==> config.mk <==
export PLATFORM = sky130hd
export DESIGN_NAME = mem_fifo_ctrl
export DESIGN_NICKNAME = d
export VERILOG_FILES = /design/src/rtl/mem_fifo_ctrl_pkg.sv /design/src/rtl/mem_fifo_ctrl_out_buf.sv /design/src/rtl/mem_fifo_ctrl.sv
export SDC_FILE = /design/constraint.sdc
export NUM_CORES = 1
export LEC_CHECK = 0
export CORE_AREA = 3 3 127 129
export CTS_BUF_LIST = sky130_fd_sc_hd__clkbuf_4 sky130_fd_sc_hd__clkbuf_8
export DETAILED_ROUTE_END_ITERATION = 10
export DIE_AREA = 0 0 130 132
export PLACE_DENSITY = 0.77
export SLEW_MARGIN = 20
export SYNTH_ARGS = -nofsm -noshare
export SYNTH_HDL_FRONTEND = slang
export SYNTH_SLANG_ARGS = --single-unit
==> constraint.sdc <==
create_clock -name clock -period 4.7 [get_ports clock]
set_input_delay 0.47 -clock clock [delete_from_list [all_inputs] [get_ports clock]]
set_output_delay 0.47 -clock clock [all_outputs]
set_load 0.05 [all_outputs]
==> src/rtl/mem_fifo_ctrl_pkg.sv <==
// Shared parameters, types and pointer helper for the memory-backed FIFO controller.
package mem_fifo_ctrl_pkg;

  localparam int WIDTH     = 64;
  localparam int DEPTH     = 32;
  localparam int ADDR_W    = 5;
  localparam int MEM_CAP   = 31;
  localparam int BUF_DEPTH = 2;
  localparam int CNT_W     = 6;
  localparam int BUF_CNT_W = 2;

  typedef logic [WIDTH-1:0]     word_t;
  typedef logic [ADDR_W-1:0]    addr_t;
  typedef logic [BUF_CNT_W-1:0] buf_cnt_t;

  // Advance a memory pointer by one slot, wrapping at the top of the memory.
  function automatic addr_t ptr_inc(input addr_t p);
    return (p == addr_t'(DEPTH - 1)) ? '0 : p + addr_t'(1);
  endfunction

endpackage

==> src/rtl/mem_fifo_ctrl_out_buf.sv <==
// Two-entry in-order output buffer that absorbs registered memory read data.
module fifo_out_buf
  import mem_fifo_ctrl_pkg::*;
(
  input  logic     clock,
  input  logic     reset,
  input  logic     push,
  input  logic     pop,
  input  word_t    push_data,
  output word_t    head_data,
  output buf_cnt_t count
);

  buf_cnt_t count_q, count_d;
  buf_cnt_t kept;
  word_t    slot0_q, slot0_d;
  word_t    slot1_q, slot1_d;

  // Shift out the head on pop, then place a new word behind whatever remains.
  always_comb begin
    count_d = count_q;
    slot0_d = slot0_q;
    slot1_d = slot1_q;
    kept    = count_q - buf_cnt_t'(pop);
    if (pop) begin
      slot0_d = slot1_q;
    end
    if (push) begin
      if (kept == '0) begin
        slot0_d = push_data;
      end else begin
        slot1_d = push_data;
      end
    end
    count_d = kept + buf_cnt_t'(push);
  end

  // Occupancy is control state and is cleared by reset.
  always_ff @(posedge clock or posedge reset) begin
    if (reset) begin
      count_q <= '0;
    end else begin
      count_q <= count_d;
    end
  end

  // Data slots carry no meaning while empty, so they are not reset.
  always_ff @(posedge clock) begin
    slot0_q <= slot0_d;
    slot1_q <= slot1_d;
  end

  assign head_data = slot0_q;
  assign count     = count_q;

endmodule

==> src/rtl/mem_fifo_ctrl.sv <==
// FIFO controller around an external 32x64 read-first memory with a registered
// read port; a 2-entry output buffer hides the read latency for full throughput.
module mem_fifo_ctrl
  import mem_fifo_ctrl_pkg::*;
(
  input  logic             clock,
  input  logic             reset,
  input  logic             in_valid,
  output logic             in_ready,
  input  logic [WIDTH-1:0] in_data,
  output logic             out_valid,
  input  logic             out_ready,
  output logic [WIDTH-1:0] out_data,
  output logic [CNT_W-1:0] count,
  output logic [ADDR_W-1:0] mem_waddr,
  output logic [WIDTH-1:0] mem_wdata,
  output logic [ADDR_W-1:0] mem_raddr,
  input  logic [WIDTH-1:0] mem_rdata
);

  addr_t    wr_ptr_q, wr_ptr_d;
  addr_t    rd_ptr_q, rd_ptr_d;
  logic     rvalid_q, rvalid_d;
  addr_t    mem_count;
  buf_cnt_t buf_count;
  logic     push, pop, issue;
  logic [2:0] pending;

  // The slot at wr_ptr is always free, so the memory can write every cycle.
  assign mem_count = wr_ptr_q - rd_ptr_q;
  assign in_ready  = (mem_count != addr_t'(MEM_CAP));
  assign out_valid = (buf_count != '0);
  assign push      = in_valid & in_ready;
  assign pop       = out_valid & out_ready;

  // Words already owed to the buffer after this cycle's pop; only issue if one more fits.
  assign pending = 3'(buf_count) + 3'(rvalid_q) - 3'(pop);
  assign issue   = (mem_count != '0) && (pending < 3'(BUF_DEPTH));

  // Next-state for the pointers and the one-cycle read-valid flag.
  always_comb begin
    wr_ptr_d = wr_ptr_q;
    rd_ptr_d = rd_ptr_q;
    rvalid_d = issue;
    if (push) begin
      wr_ptr_d = ptr_inc(wr_ptr_q);
    end
    if (issue) begin
      rd_ptr_d = ptr_inc(rd_ptr_q);
    end
  end

  // Control state; reset also drops any read that is in flight.
  always_ff @(posedge clock or posedge reset) begin
    if (reset) begin
      wr_ptr_q <= '0;
      rd_ptr_q <= '0;
      rvalid_q <= 1'b0;
    end else begin
      wr_ptr_q <= wr_ptr_d;
      rd_ptr_q <= rd_ptr_d;
      rvalid_q <= rvalid_d;
    end
  end

  fifo_out_buf u_out_buf (
    .clock     (clock),
    .reset     (reset),
    .push      (rvalid_q),
    .pop       (pop),
    .push_data (mem_rdata),
    .head_data (out_data),
    .count     (buf_count)
  );

  assign count     = CNT_W'(mem_count) + CNT_W'(rvalid_q) + CNT_W'(buf_count);
  assign mem_waddr = wr_ptr_q;
  assign mem_wdata = in_data;
  assign mem_raddr = rd_ptr_q;

endmodule
Word level (Yosys, flattened, before mapping) --
Cells that the tools add are included.
Cells by class: add/sub/neg operators 9, $mul 0, div/mod/pow operators 0, magnitude comparators 1, equal/unequal tests 3, shift operators 0, mux-type cells 5, bitwise gates (word level) 3, reduce and logical (&&, ||, !) cells 5
Operator list (count):
- two-way mux 64 bit | 3
- adder 5 x 1 -> 5 bit (second input constant) | 2
- equality test 5 bit (second input constant) | 2
- two-way mux 5 bit | 2
- adder 5 x 1 -> 6 bit | 1
- adder 6 x 2 -> 6 bit | 1
- inequality test 5 bit (second input constant) | 1
- nonzero test 5 bit | 1
- subtractor 5 bit | 1
- adder 2 x 1 -> 3 bit | 1
- less-than comparator 3 x 2 -> 1 bit (second input constant) | 1
- subtractor 3 x 1 -> 3 bit | 1
- adder 2 x 1 -> 2 bit | 1
- bitwise AND 1 bit | 2
- zero test 2 bit | 1
- AND reduction 2 bit | 1
- nonzero test 2 bit | 1
- subtractor 2 x 1 -> 2 bit | 1
- logical AND 1 bit | 1
- inverter 1 bit | 1
Storage, ports and cells: bits in registers 141, latch bits 0, memory bits (writable) 0, ROM bits 0, input port bits 132, output and inout port bits 146, logic and storage cells 32, memories kept 0

Depth between registers and ports, before layout --
Gate-level depths: netlist of the first run.
depth in word-level cells 6, gate-level depth with buffers 9, mapped depth without buffers 9

Hierarchy --
Synthesis of the first run repeated with hierarchy kept, for this count alone.
Second synthesis, totals: cell total of the unflattened synthesis 440, area, all modules 6836.6 um^2
By module, submodules not included:
- fifo_out_buf | times used 1, cells an instance 281, area an instance 5390.2 um^2
- mem_fifo_ctrl | times used 1, cells an instance 159, area an instance 1446.4 um^2

Worst setup path after synthesis of the first run --
OpenSTA, ideal clock, no wires.
path type flip-flop to flip-flop, start register u_out_buf.count_q[1], in the netlist u_out_buf.count[1], end register u_out_buf.slot1_q[0], enable pin, arrival 3.675 ns, setup slack 0.539 ns, cell stages (with the launch flop) 5, path buffers 0, clock period less this slack 4.161 ns, cells stage by stage dfrtp_1 > nand3b_1 > ha_1 > nor2_1 > nor2_1
Between the ends: cells in the longest elaborated chain, start to end 6
Ends and longest elaborated chain:
- start: declaration | RTL line mem_fifo_ctrl_out_buf.sv:14 | buf_cnt_t count_q, count_d;
- start signal: assignment | RTL line mem_fifo_ctrl_out_buf.sv:43 | count_q <= count_d;
- nonzero test 2 bit | RTL line mem_fifo_ctrl.sv:32 | assign out_valid = (buf_count != '0);
- bitwise AND 1 bit | RTL line mem_fifo_ctrl.sv:34 | assign pop = out_valid & out_ready;
- subtractor 2 x 1 -> 2 bit * | RTL line mem_fifo_ctrl_out_buf.sv:24 | kept = count_q - buf_cnt_t'(pop);
- zero test 2 bit * | RTL line mem_fifo_ctrl_out_buf.sv:29 | if (kept == '0) begin
- inverter 1 bit (no source line) *
- AND reduction 2 bit (no source line) *
- end signal: assignment | RTL line mem_fifo_ctrl_out_buf.sv:50 | slot1_q <= slot1_d;
- end: declaration | RTL line mem_fifo_ctrl_out_buf.sv:17 | word_t slot1_q, slot1_d;
Mark *: on every way between the ends. The rest lies on a longest branch, timed or not. A chain may end at the register's enable or synchronous reset.

Worst setup path after layout of the first run --
start register wr_ptr_q[0], in the netlist mem_waddr[0], end output count[4]
Between the ends: cells in the longest elaborated chain, start to end 3
Ends and longest elaborated chain:
- start: declaration | RTL line mem_fifo_ctrl.sv:21 | addr_t wr_ptr_q, wr_ptr_d;
- start signal: assignment | RTL line mem_fifo_ctrl.sv:60 | wr_ptr_q <= wr_ptr_d;
- subtractor 5 bit | RTL line mem_fifo_ctrl.sv:30 | assign mem_count = wr_ptr_q - rd_ptr_q;
- adder 5 x 1 -> 6 bit | RTL line mem_fifo_ctrl.sv:76 | assign count = CNT_W'(mem_count) + CNT_W'(rvalid_q) + CNT_W'(buf_count);
- adder 6 x 2 -> 6 bit | RTL line mem_fifo_ctrl.sv:76
- end: declaration | RTL line mem_fifo_ctrl.sv:14 | output logic [CNT_W-1:0] count,
Every way passes these cells.

==> flow_metrics.tcl, run 1 <==
set metrics [dict create \
    finalSetupTns_ps 0 \
    postSynth.asyncResetShare_pct 9.22 \
    hold_buffers 0 \
    yosys.area.top_type "edfxtp_1" \
    endpoint_kind "output port" \
    synth_compound_area_share_pct 7.90 \
    tightest_slew_ps 889 \
    gr-usage-all-layers_pct 15.5 \
    cts_tree "yes" \
    netlist.area_leader.share_pct 31.8 \
    grt_overflow 0 \
    fin_nets 747 \
    ys_ff_latch 141 \
    synth_most_common_cell "nor2_1" \
    cp_data_required_time_ps 4230 \
    status "complete, no violations" \
    max-cap-violations 0 \
    post-route-min-period_ps 3710 \
    rsz0062_at_grt "no" \
    die_y_um 132 \
    area_growth_pct 26.5 \
    initial_core_util_pct 39.9 \
    clk_latency_ps 440 \
    timing.fmax_mhz 270 \
    die_area_mm2 0.0172 \
    critical_path_class "flop to output port" \
    synth_mux_area_share_pct 11.8 \
    hold_path_class "input port to asynchronous set/reset pin" \
    clock_path_buffers 2 \
    final_layout_size_suffix_gt1_share_pct 7.18 \
    synth_area_per_cell_um2 11.8 \
    synthTopCellsByCount "71 x nor2_1, 68 x a21oi_1, 65 x mux2i_1" \
    portBuffers 149 \
    drt-total-wl_um 13600 \
    antennaDiodeCount 0 \
    grt_max_degree 77 \
    htreeDepth 4 \
    ys_top_cells_by_area "edfxtp_1 32%, dfxtp_1 21%, mux2i_1 11%, buf_4 7.9%, a21oi_1 5.6%" \
    grt_first_pass_wirelength_um 20600 \
    synth_top_family_by_area "multiplexers" \
    slew_headroom_pct 40.6 \
    gp_congestion 0.843 \
    hold_viol 0 \
    ant_nets 0 \
    cts-buffers-inserted 17 \
    slowest_delay_ps 840 \
    synth-simple-area-share_pct 6.79 \
    critical_path_buf_inv_count 3 \
    synth-main-ff-cell "edfxtp_1" \
    clockRootBuffer "clkbuf_8" \
    cts-resized-gates 0 \
    via_per_inst 4.87 \
    drc 0 \
    ioPinCount 278 \
    dr.pass1.iters 4 \
    cp.arrival_ps 3240 \
    drv_slew 0 \
    syn-num-nets 661 \
    finalClockSkew_ps 11.5 \
    cp_slowest_cell "clkdlybuf4s50_1" \
    clock-sinks 141 \
    synth_adder_area_share_pct 3.60 \
    drt_iter0_drc 181 \
    cts_setup_buffers 0 \
    dp_hpwl_um 9830 \
    synth_edf_count 64 \
    die_x_um 130 \
    start_kind "flop" \
    antenna_found_initial 0 \
    num_rows 45 \
    yosysWarnings 0 \
    syn_area_mm2 0.00605 \
    cts.clk_slew.worst_paths_ps 70 \
    ys_types 37 \
    critPathMaxFanout 6 \
    vias 3898 \
    wl_per_cell_um 17.0 \
    synth-xor-area-share_pct 1.16 \
    grt_pass1_vias 3841 \
    critPathTopFamily "adder cells" \
    setup_viol_count_final 0 \
    fin_crit_sh_pct 78.9 \
    syn-instance-count 514 \
    coreArea_mm2 0.0151 \
    yosysSeqAreaShare_pct 58.3 \
    path_cells "inv_1 -> ha_1 -> inv_1 -> fa_1 -> fa_1 -> nand3_1 -> xor2_1 -> clkdlybuf4s50_1" \
]
==> metal layers <==
layer / vias to the layer above / routed length [um] / global-route usage, %
met5: - / 0 / 0
met4: 0 / 387 / 7.85
met3: 42 / 954 / 5.11
met2: 128 / 6940 / 26.0
met1: 1824 / 5310 / 17.6
li1: 1904 / - / -
==> state kept, by name (all words and copies together) (netlist names) <==
signal               flops
mem_raddr                5
u_out_buf.slot1_q       64
mem_waddr                5
u_out_buf.count          2
u_out_buf.head_data     64
rvalid_q                 1
==> area by class of cell <==
class	instances	area (um^2)
Clock buffer	21	270
Clock inverter	11	116
Fill cell	1317	7490
Inverter	17	63.8
Multi-Input combinational cell	272	1920
Sequential cell	141	3530
Tap cell	188	235
Timing Repair Buffer	151	1520
==> metrics by stage <==
stage          utilization (%)  area [um^2]  std cells  worst slack [ps]  hold WS (ps)
2_1_floorplan                -         6050        514               539           347
3_3_place_gp              47.9         7260        769              1520           513
3_5_place_dp              48.0         7270        769              1460           525
4_1_cts                   50.5         7650        801               959           338
5_1_grt                   50.5         7650        801               795           385
6_report                  50.5         7650        801               992           369
==> layout by cell type (no fill, tap or decap), drive strengths merged, types with 2 or more instances in the layout <==
master and instances:
clkbuf 21, nand3b 2, bufinv 2, and3 5, xor2 4, nand2 6
fa 4, dfrtp 13, o2bb2ai 3, dfxtp 64, clkdlybuf4s50 149, nand3 4
buf 2, xnor2 4, nor3 2, nor2b 2, edfxtp 64, mux2 5
ha 11, clkinvlp 3, a221oi 2, o21ai 3, inv 18, or3 2
mux2i 65, a21oi 71, nor2 71, clkinv 5
==> worst paths after layout <==
check,startpoint,end,slack (ps),depth (start not counted)
max,mem_waddr[0]$_DFFE_PP0P_,count[4],990,8
min,reset,mem_waddr[4]$_DFFE_PP0P_,370,2
max reg2reg,u_out_buf.count[1]$_DFF_PP0_,u_out_buf.head_data[22]$_DFF_P_,2070,6
min reg2reg,u_out_buf.slot1_q[48]$_DFFE_PP_,u_out_buf.head_data[48]$_DFF_P_,540,2
max in group asynchronous,reset,u_out_buf.count[1]$_DFF_PP0_,3990,2
min in group clock,u_out_buf.slot1_q[48]$_DFFE_PP_,u_out_buf.head_data[48]$_DFF_P_,540,2
==> worst reg2reg max path, delay by kind of cell (launching register included) <==
family                   cells  cell delay, ps
AO/OA/AOI/OAI                1             150
adder cells (fa/ha/maj)      1             380
buffers and inverters        1             630
flip-flops                   1             510
AND/OR/NAND/NOR              3             890
==> cell families after synthesis <==
| kind of cell | Yosys count |
|---|---|
| compound gates | 83 |
| xor+xnor | 8 |
| fa+ha+maj | 15 |
| buf+inv | 101 |
| flops | 141 |
| mux | 70 |
| simple gates | 96 |
Power of run 1 is left out: the tool's default activity adds up to more than one toggle a clock period on the data nets, which glitch-free logic cannot reach.
==> run 2, diff against run 1 <==
Settings changed: CORE_AREA 3 3 127 129 to 3 3 129 131, DIE_AREA 0 0 130 132 to 0 0 132 134, PLACE_DENSITY 0.77 to 0.78.
Clock period 4.7 ns to 3.37 ns, I/O delays scaled along.
==> flow_metrics.tcl, run 2 (same netlist as run 1, synthesis figures left out) <==
set metrics [dict create \
    via_per_inst 4.73 \
    grt_first_pass_wirelength_um 22300 \
    die_x_um 132 \
    max-cap-violations 0 \
    worstRegToRegCells 8 \
    gp_congestion 0.835 \
    cp_data_required_time_ps 3030 \
    cp.arrival_ps 2830 \
    dr.pass1.iters 4 \
    finalSetupTns_ps 0 \
    post-route-min-period_ps 3170 \
    area_growth_pct 27.6 \
    die_y_um 134 \
    grt_max_degree 80 \
    drt-total-wl_um 14000 \
    clk_latency_ps 430 \
    drv_slew 0 \
    critical_path_buf_inv_count 3 \
    start_kind "flop" \
    hold_viol 0 \
    r2r_slack_ps 900 \
    clock-sinks 141 \
    cp_slowest_cell "dlygate4sd2_1" \
    ioPinCount 278 \
    rsz0062_at_grt "no" \
    grt_overflow 0 \
    drt_iter0_drc 144 \
    timing.rr.start "u_out_buf.count[1]$_DFF_PP0_" \
    critPathMaxFanout 6 \
    worstReg2RegEnd "mem_raddr[0]$_DFFE_PP0P_" \
    antenna_found_initial 0 \
    initial_core_util_pct 38.5 \
    cts.clk_slew.worst_paths_ps 70 \
    endpoint_kind "output port" \
    clock_path_buffers 2 \
    dp_hpwl_um 10100 \
    layout_common_cells "143 x clkdlybuf4s50_1, 70 x nor2_1, 68 x a21oi_1" \
    fin_nets 749 \
    slew_headroom_pct 46.4 \
    portBuffers 149 \
    timing.fmax_mhz 316 \
    gr-usage-all-layers_pct 15.9 \
    grt_pass1_vias 4111 \
    ant_nets 0 \
    hold_path_class "input port to asynchronous set/reset pin" \
    slowest_delay_ps 550 \
    drc 0 \
    status "complete, no violations" \
    cts-buffers-inserted 17 \
    wl_per_cell_um 16.8 \
    num_rows 46 \
    cts_tree "yes" \
    path_cells "inv_1 -> ha_1 -> inv_1 -> fa_1 -> fa_1 -> xnor2_1 -> dlygate4sd2_1" \
    vias 3929 \
    fin_crit_sh_pct 94.0 \
    coreArea_mm2 0.0157 \
    tightest_slew_ps 804 \
    mostFrequentLayoutCell "clkdlybuf4s50_1" \
    antennaDiodeCount 0 \
    critical_path_class "flop to output port" \
    die_area_mm2 0.0177 \
    post-route-util_pct 49.1 \
    critPathTopFamily "adder cells" \
    setup_viol_count_final 0 \
    final_layout_size_suffix_gt1_share_pct 7.64 \
    finalClockSkew_ps 10.7 \
    clockRootBuffer "clkbuf_8" \
    htreeDepth 4 \
]
## run 2: worst max path at each step
stage	start	endpoint	slack (ps)	depth (start not counted)
after floorplan	mem_waddr[0]$_DFFE_PP0P_	count[4]	250	7
after global placement	mem_waddr[0]$_DFFE_PP0P_	count[2]	390	7
after detailed placement	mem_waddr[0]$_DFFE_PP0P_	count[2]	350	7
after CTS	mem_waddr[0]$_DFFE_PP0P_	count[1]	3	6
after global routing	mem_raddr[2]$_DFFE_PP0P_	count[5]	50	7
final	mem_waddr[0]$_DFFE_PP0P_	count[2]	200	7
## run 2: final cells by class
type,instances,area [um^2]
Clock inverter,12,144
Sequential cell,141,3530
Tap cell,216,270
Inverter,17,63.8
Multi-Input combinational cell,272,1910
Clock buffer,20,256
Fill cell,1417,8000
Timing Repair Buffer,153,1540
## run 2: what timing repair did
action	CTS	global route
setup endpoints to repair	2	2
hold buffers	0	0
buffers inserted	0	0
gates resized for setup	2	2
## run 2: metal layers
metal	up-vias	global-route usage, %	part of all wire [%]
met5	-	0	0
met4	0	9.04	4.2
met3	59	5.10	6.6
met2	134	27.4	50
met1	1837	17.4	39
li1	1899	-	-
## run 2: per-stage QoR
step                      instance area [um^2]  setup slack, ps  instances  hold slack, ps
final                                     7720              203        831             237
after global routing                      7720             48.6        831             257
after CTS                                 7710             2.76        831             214
after detailed placement                  7310              347        799             524
after global placement                    7310              394        799             513
after floorplan                           6050              252        514             214
Power of run 2 is left out for the same reason.
==> run 3, diff against run 2 <==
Settings changed: CORE_AREA 3 3 129 131 to 3 3 127 129, DIE_AREA 0 0 132 134 to 0 0 130 132, DONT_BUFFER_PORTS set to 1, MAX_ROUTING_LAYER set to met4, PLACE_DENSITY 0.78 to unset, REMOVE_ABC_BUFFERS set to 1.
==> flow_metrics.tcl, run 3 (same netlist as run 1, synthesis figures left out) <==
set metrics [dict create \
    final_layout_size_suffix_gt1_share_pct 11.2 \
    post-route-util_pct 45.9 \
    hold_viol 0 \
    num_rows 45 \
    fin_nets 678 \
    mostFrequentLayoutCell "nor2_1" \
    ioPinCount 278 \
    via_per_inst 5.22 \
    area_growth_pct 15.0 \
    grt_max_degree 79 \
    initial_core_util_pct 39.9 \
    portBuffers 0 \
    rsz0062_at_grt "no" \
    ant_nets 0 \
    max-cap-violations 0 \
    die_area_mm2 0.0172 \
    cp.arrival_ps 2800 \
    drc 0 \
    antenna_found_initial 0 \
    drt-total-wl_um 16900 \
    critical_path_cell_count 6 \
    clock-sinks 141 \
    slowest_delay_ps 770 \
    met2_usage_pct 26.1 \
    path_cells "ha_1 -> and3b_1 -> o21ai_0 -> o2111a_2 -> nor2b_1 -> buf_4" \
    critical_path_buf_inv_count 1 \
    met3_usage_pct 16.6 \
    critical_path_class "flop to output port" \
    use_met1_pct 24.4 \
    clockRootBuffer "clkbuf_8" \
    setup_viol_count_final 0 \
    critPathMaxFanout 6 \
    dp_hpwl_um 11400 \
    grt_busiest_layer "met2" \
    timing.fmax_mhz 319 \
    dr.pass1.iters 6 \
    endpoint_kind "output port" \
    grt_first_pass_wirelength_um 24800 \
    post-route-min-period_ps 3130 \
    clock_path_buffers 2 \
    htreeDepth 4 \
    die_x_um 130 \
    cp_data_required_time_ps 3030 \
    status "complete, no violations" \
    drv_slew 0 \
    worstHoldPathCells 2 \
    cts_setup_buffers 0 \
    cts-buffers-inserted 17 \
    start_kind "flop" \
    cts.clk_slew.worst_paths_ps 80 \
    gr-usage-all-layers_pct 20.1 \
    vias 3819 \
    cp_slowest_cell "dfrtp_1" \
    critPathTopFamily "flip-flops" \
    antennaDiodeCount 0 \
    gp_congestion 0.827 \
    worstRegToRegCells 6 \
    grt_overflow 0 \
    finalClockSkew_ps 10.7 \
    drt_iter0_drc 150 \
    die_y_um 132 \
    wl_per_cell_um 23.1 \
    grt_pass1_vias 3917 \
    hold_path_class "input port to flop" \
    layout_common_cells "70 x nor2_1, 68 x a21oi_1, 65 x mux2i_1, 65 x dlygate4sd3_1" \
    coreArea_mm2 0.0151 \
    slew_headroom_pct 47.8 \
    clk_latency_ps 430 \
    fin_crit_sh_pct 93.0 \
    tightest_slew_ps 783 \
    cts_tree "yes" \
]
-- run 3: per-stage QoR --
stage                     instances  TNS, ps  hold WS [ps]  worst slack [ps]  cell area [um^2]
after floorplan                 430   -63840           214              -791              5480
after global placement          635        0           291               767              5880
after detailed placement        635        0           287               681              5880
after CTS                       731        0          21.5               183              6960
after global routing            731        0          19.3              27.7              6960
final                           731        0          55.3               236              6960
-- run 3: path summary, 6_finish.rpt --
path / startpoint / to / slack [ps]
max: mem_waddr[1]$_DFFE_PP0P_ / count[5] / 240
min: mem_rdata[54] / u_out_buf.head_data[54]$_DFF_P_ / 60
max reg2reg: mem_waddr[1]$_DFFE_PP0P_ / mem_waddr[1]$_DFFE_PP0P_ / 780
min reg2reg: u_out_buf.slot1_q[53]$_DFFE_PP_ / u_out_buf.head_data[53]$_DFF_P_ / 530
max in group asynchronous: reset / u_out_buf.count[1]$_DFF_PP0_ / 2620
min in group asynchronous: reset / mem_waddr[0]$_DFFE_PP0P_ / 390
-- run 3: cell type report --
class | count | area (um^2)
fill | 1387 | 8190
inverter | 17 | 63.8
clock buffer | 22 | 290
clock inverter | 9 | 136
tap | 188 | 235
sequential | 141 | 3530
timing repair buffer | 82 | 791
multi-input combinational | 272 | 1910
-- run 3: metal layers --
metal	vias up	routed length, um
li1	1759	-
met3	7	2810
met4	0	73
met5	-	0
met2	244	6930
met1	1809	7080
-- run 3: repair_timing --
item	4_1_cts	5_1_grt
resized for setup	0	0
hold endpoints to repair	77	0
hold buffers	65	0
Power of run 3 is left out for the same reason.
==> edit, RTL diff (settings of run 2) <==
The package constant `CNT_W` goes from 6 to 12.
--- a/src/rtl/mem_fifo_ctrl_pkg.sv
+++ b/src/rtl/mem_fifo_ctrl_pkg.sv
@@ -8,3 +8,3 @@
   localparam int BUF_DEPTH = 2;
-  localparam int CNT_W     = 6;
+  localparam int CNT_W     = 12;
   localparam int BUF_CNT_W = 2;
Interface: changed (resized count); port bits go from 278 to 284. No check against the original RTL was run, so the function may have changed too.
==> edit against run 2 <==
Sequential cell count did not move. Design area rose by 1.2%. Critical path depth rose by 3. Area after synthesis rose by 1.1%. First-iteration DRC count rose by 2.8%. Die area did not move. Register-to-register slack got worse by 410 ps. Wire length rose by 1.3%. Worst setup slack got worse by 120 ps. Final cell count rose by 1.4%. Critical path type unchanged. Critical endpoint is now in_ready.
Power is left out: the tool's default activity adds up to more than one toggle a clock period on the data nets, which glitch-free logic cannot reach.
==> edit: results (changes against run 2) <==
[status]
status=finished, final reports clean

[detailed_routing]
wl_met2_um=7420  ; +5.5%
drtIter0Drc=148  ; +2.8%
avgViaCountPerCell=4.71  ; -0.29%
dr_wl_met3_um=986  ; +7.1%
first_pass_iters=4  ; unchanged
drt_wl_total_um=14100  ; +1.3%
routed.top_layer=met4
wl_met1_um=5390  ; -0.65%

[synthesis]
async_flop_share=0.0922  ; unchanged
yosys-top-cells-count=71 x a21oi_1, 71 x nor2_1, 70 x buf_4
ys_types=37  ; unchanged
seq_area_frac_synth=0.577  ; -0.00621
yosysWarnings=0  ; unchanged
synthMuxAreaShare=0.119  ; +0.00120
synthTopCellsByArea=edfxtp_1 31%, dfxtp_1 21%, mux2i_1 11%, buf_4 8.6%, a21oi_1 5.8%
synth-compound-area-share=0.0770  ; -0.00207
synth-edff-count=64  ; unchanged
synth_area_per_cell_um2=11.6  ; -1.0%
synth_xor_area_frac=0.0129  ; +0.00131
synth_adder_area_share=0.0356  ; -0.000383

[grt]
grt_max_degree=47  ; -41%
grt_pass1_vias=4088  ; -0.56%
use_met3=0.0593  ; +0.00825
gr-max-usage-layer=met2
gr-usage-met1=0.175  ; +0.00148
grt.total_usage=0.158  ; -0.00119
grt_pass1_wl_um=22000  ; -1.4%
met2_usage=0.271  ; -0.00257
antenna_found_initial=0  ; unchanged

[critical_path]
cp.arrival_ps=2950  ; +120 ps
cp_max_fo=6  ; unchanged

[clock_network]
path_clk_slew_ps=80
numCtsBuffers=17  ; unchanged
clk_latency_ps=440
root_buffer=clkbuf_8
h-tree-depth=4  ; unchanged
cts_buffer_depth=2  ; unchanged
hold_buffers=0  ; unchanged

[placed_design]
place_worst_setup_slack_ps=159  ; -188 ps
dpl.hpwl_um=10200  ; +0.94%
finalWeightedCongestion=0.838  ; +0.26%
place_inst=809  ; +1.3%
io_buffers=149  ; unchanged

[final_layout]
fill_cells=1399  ; -1.3%
stdcell_count=843  ; +1.4%
drive_above_1_share=0.0845  ; +0.00811
fin_nets=761  ; +1.6%
diodes=0  ; unchanged

[timing]
relSlewSlack=0.604  ; +0.140
skew_ps=11.5  ; +0.797 ps

[hold_path]
hp-class=input port to async pin

-- edit: cell count changes after synthesis, sizes merged, moves of 2 or more --
cell    delta
a211oi     +2
buf        +2
clkbuf     +5
nand3      -2
nand4      +3
nor3b      +2
xnor2      +2
-- edit: cell families after synthesis --
group           after synthesis
compound gates               84
xor+xnor                      9
fa+ha+maj                    15
other cells                   1
buf+inv                     109
simple gates                 95
flops                       141
mux                          71
-- edit: path summary, 6_finish.rpt --
path                                 startpoint                      to  slack, ps  depth (start not counted)
max                                mem_waddr[0]                in_ready         80                         10
min                                       reset            mem_waddr[0]        230                          2
max reg2reg                        mem_waddr[0]            mem_waddr[0]        490                         11
min reg2reg                u_out_buf.slot1_q[9]  u_out_buf.head_data[9]        540                          2
max in group asynchronous                 reset            mem_raddr[3]       2780                          2
min in group clock                mem_rdata[61]   u_out_buf.slot1_q[61]        480                          1
-- edit: layout make-up --
cell class              count  area, um^2  area share
well taps                 216         270      0.0346
multi-input cells         280        1940       0.249
inverters                  18        67.6     0.00865
flip-flops and latches    141        3530       0.452
clock inverters            11         155      0.0199
clock buffers              21         270      0.0346
repair buffers            156        1580       0.202
-- edit: what timing repair did --
action | 4_1_cts | 5_1_grt
gates resized for setup | 2 | 3
pin swaps | 1 | 3
buffers inserted | 0 | 2
endpoints found under the setup margin | 2 | 2
-- edit: metrics by stage --
step,TNS (ps),util,hold slack (ps),cell area [um^2]
floorplan,0,-,214,6130
global placement,0,0.470,511,7380
detailed placement,0,0.470,521,7380
CTS,-46.6,0.496,222,7800
global route,-21.0,0.497,255,7810
finish,0,0.497,230,7810
-- edit: worst max-delay path: stages (launching register included) --
cell	delay (ps)
dfrtp_1	440
inv_1	80
ha_1	150
inv_1	50
fa_1	430
xor2_1	260
nand4_1	270
a211oi_4	340
buf_4	180
nand2_1	70
buf_2	240
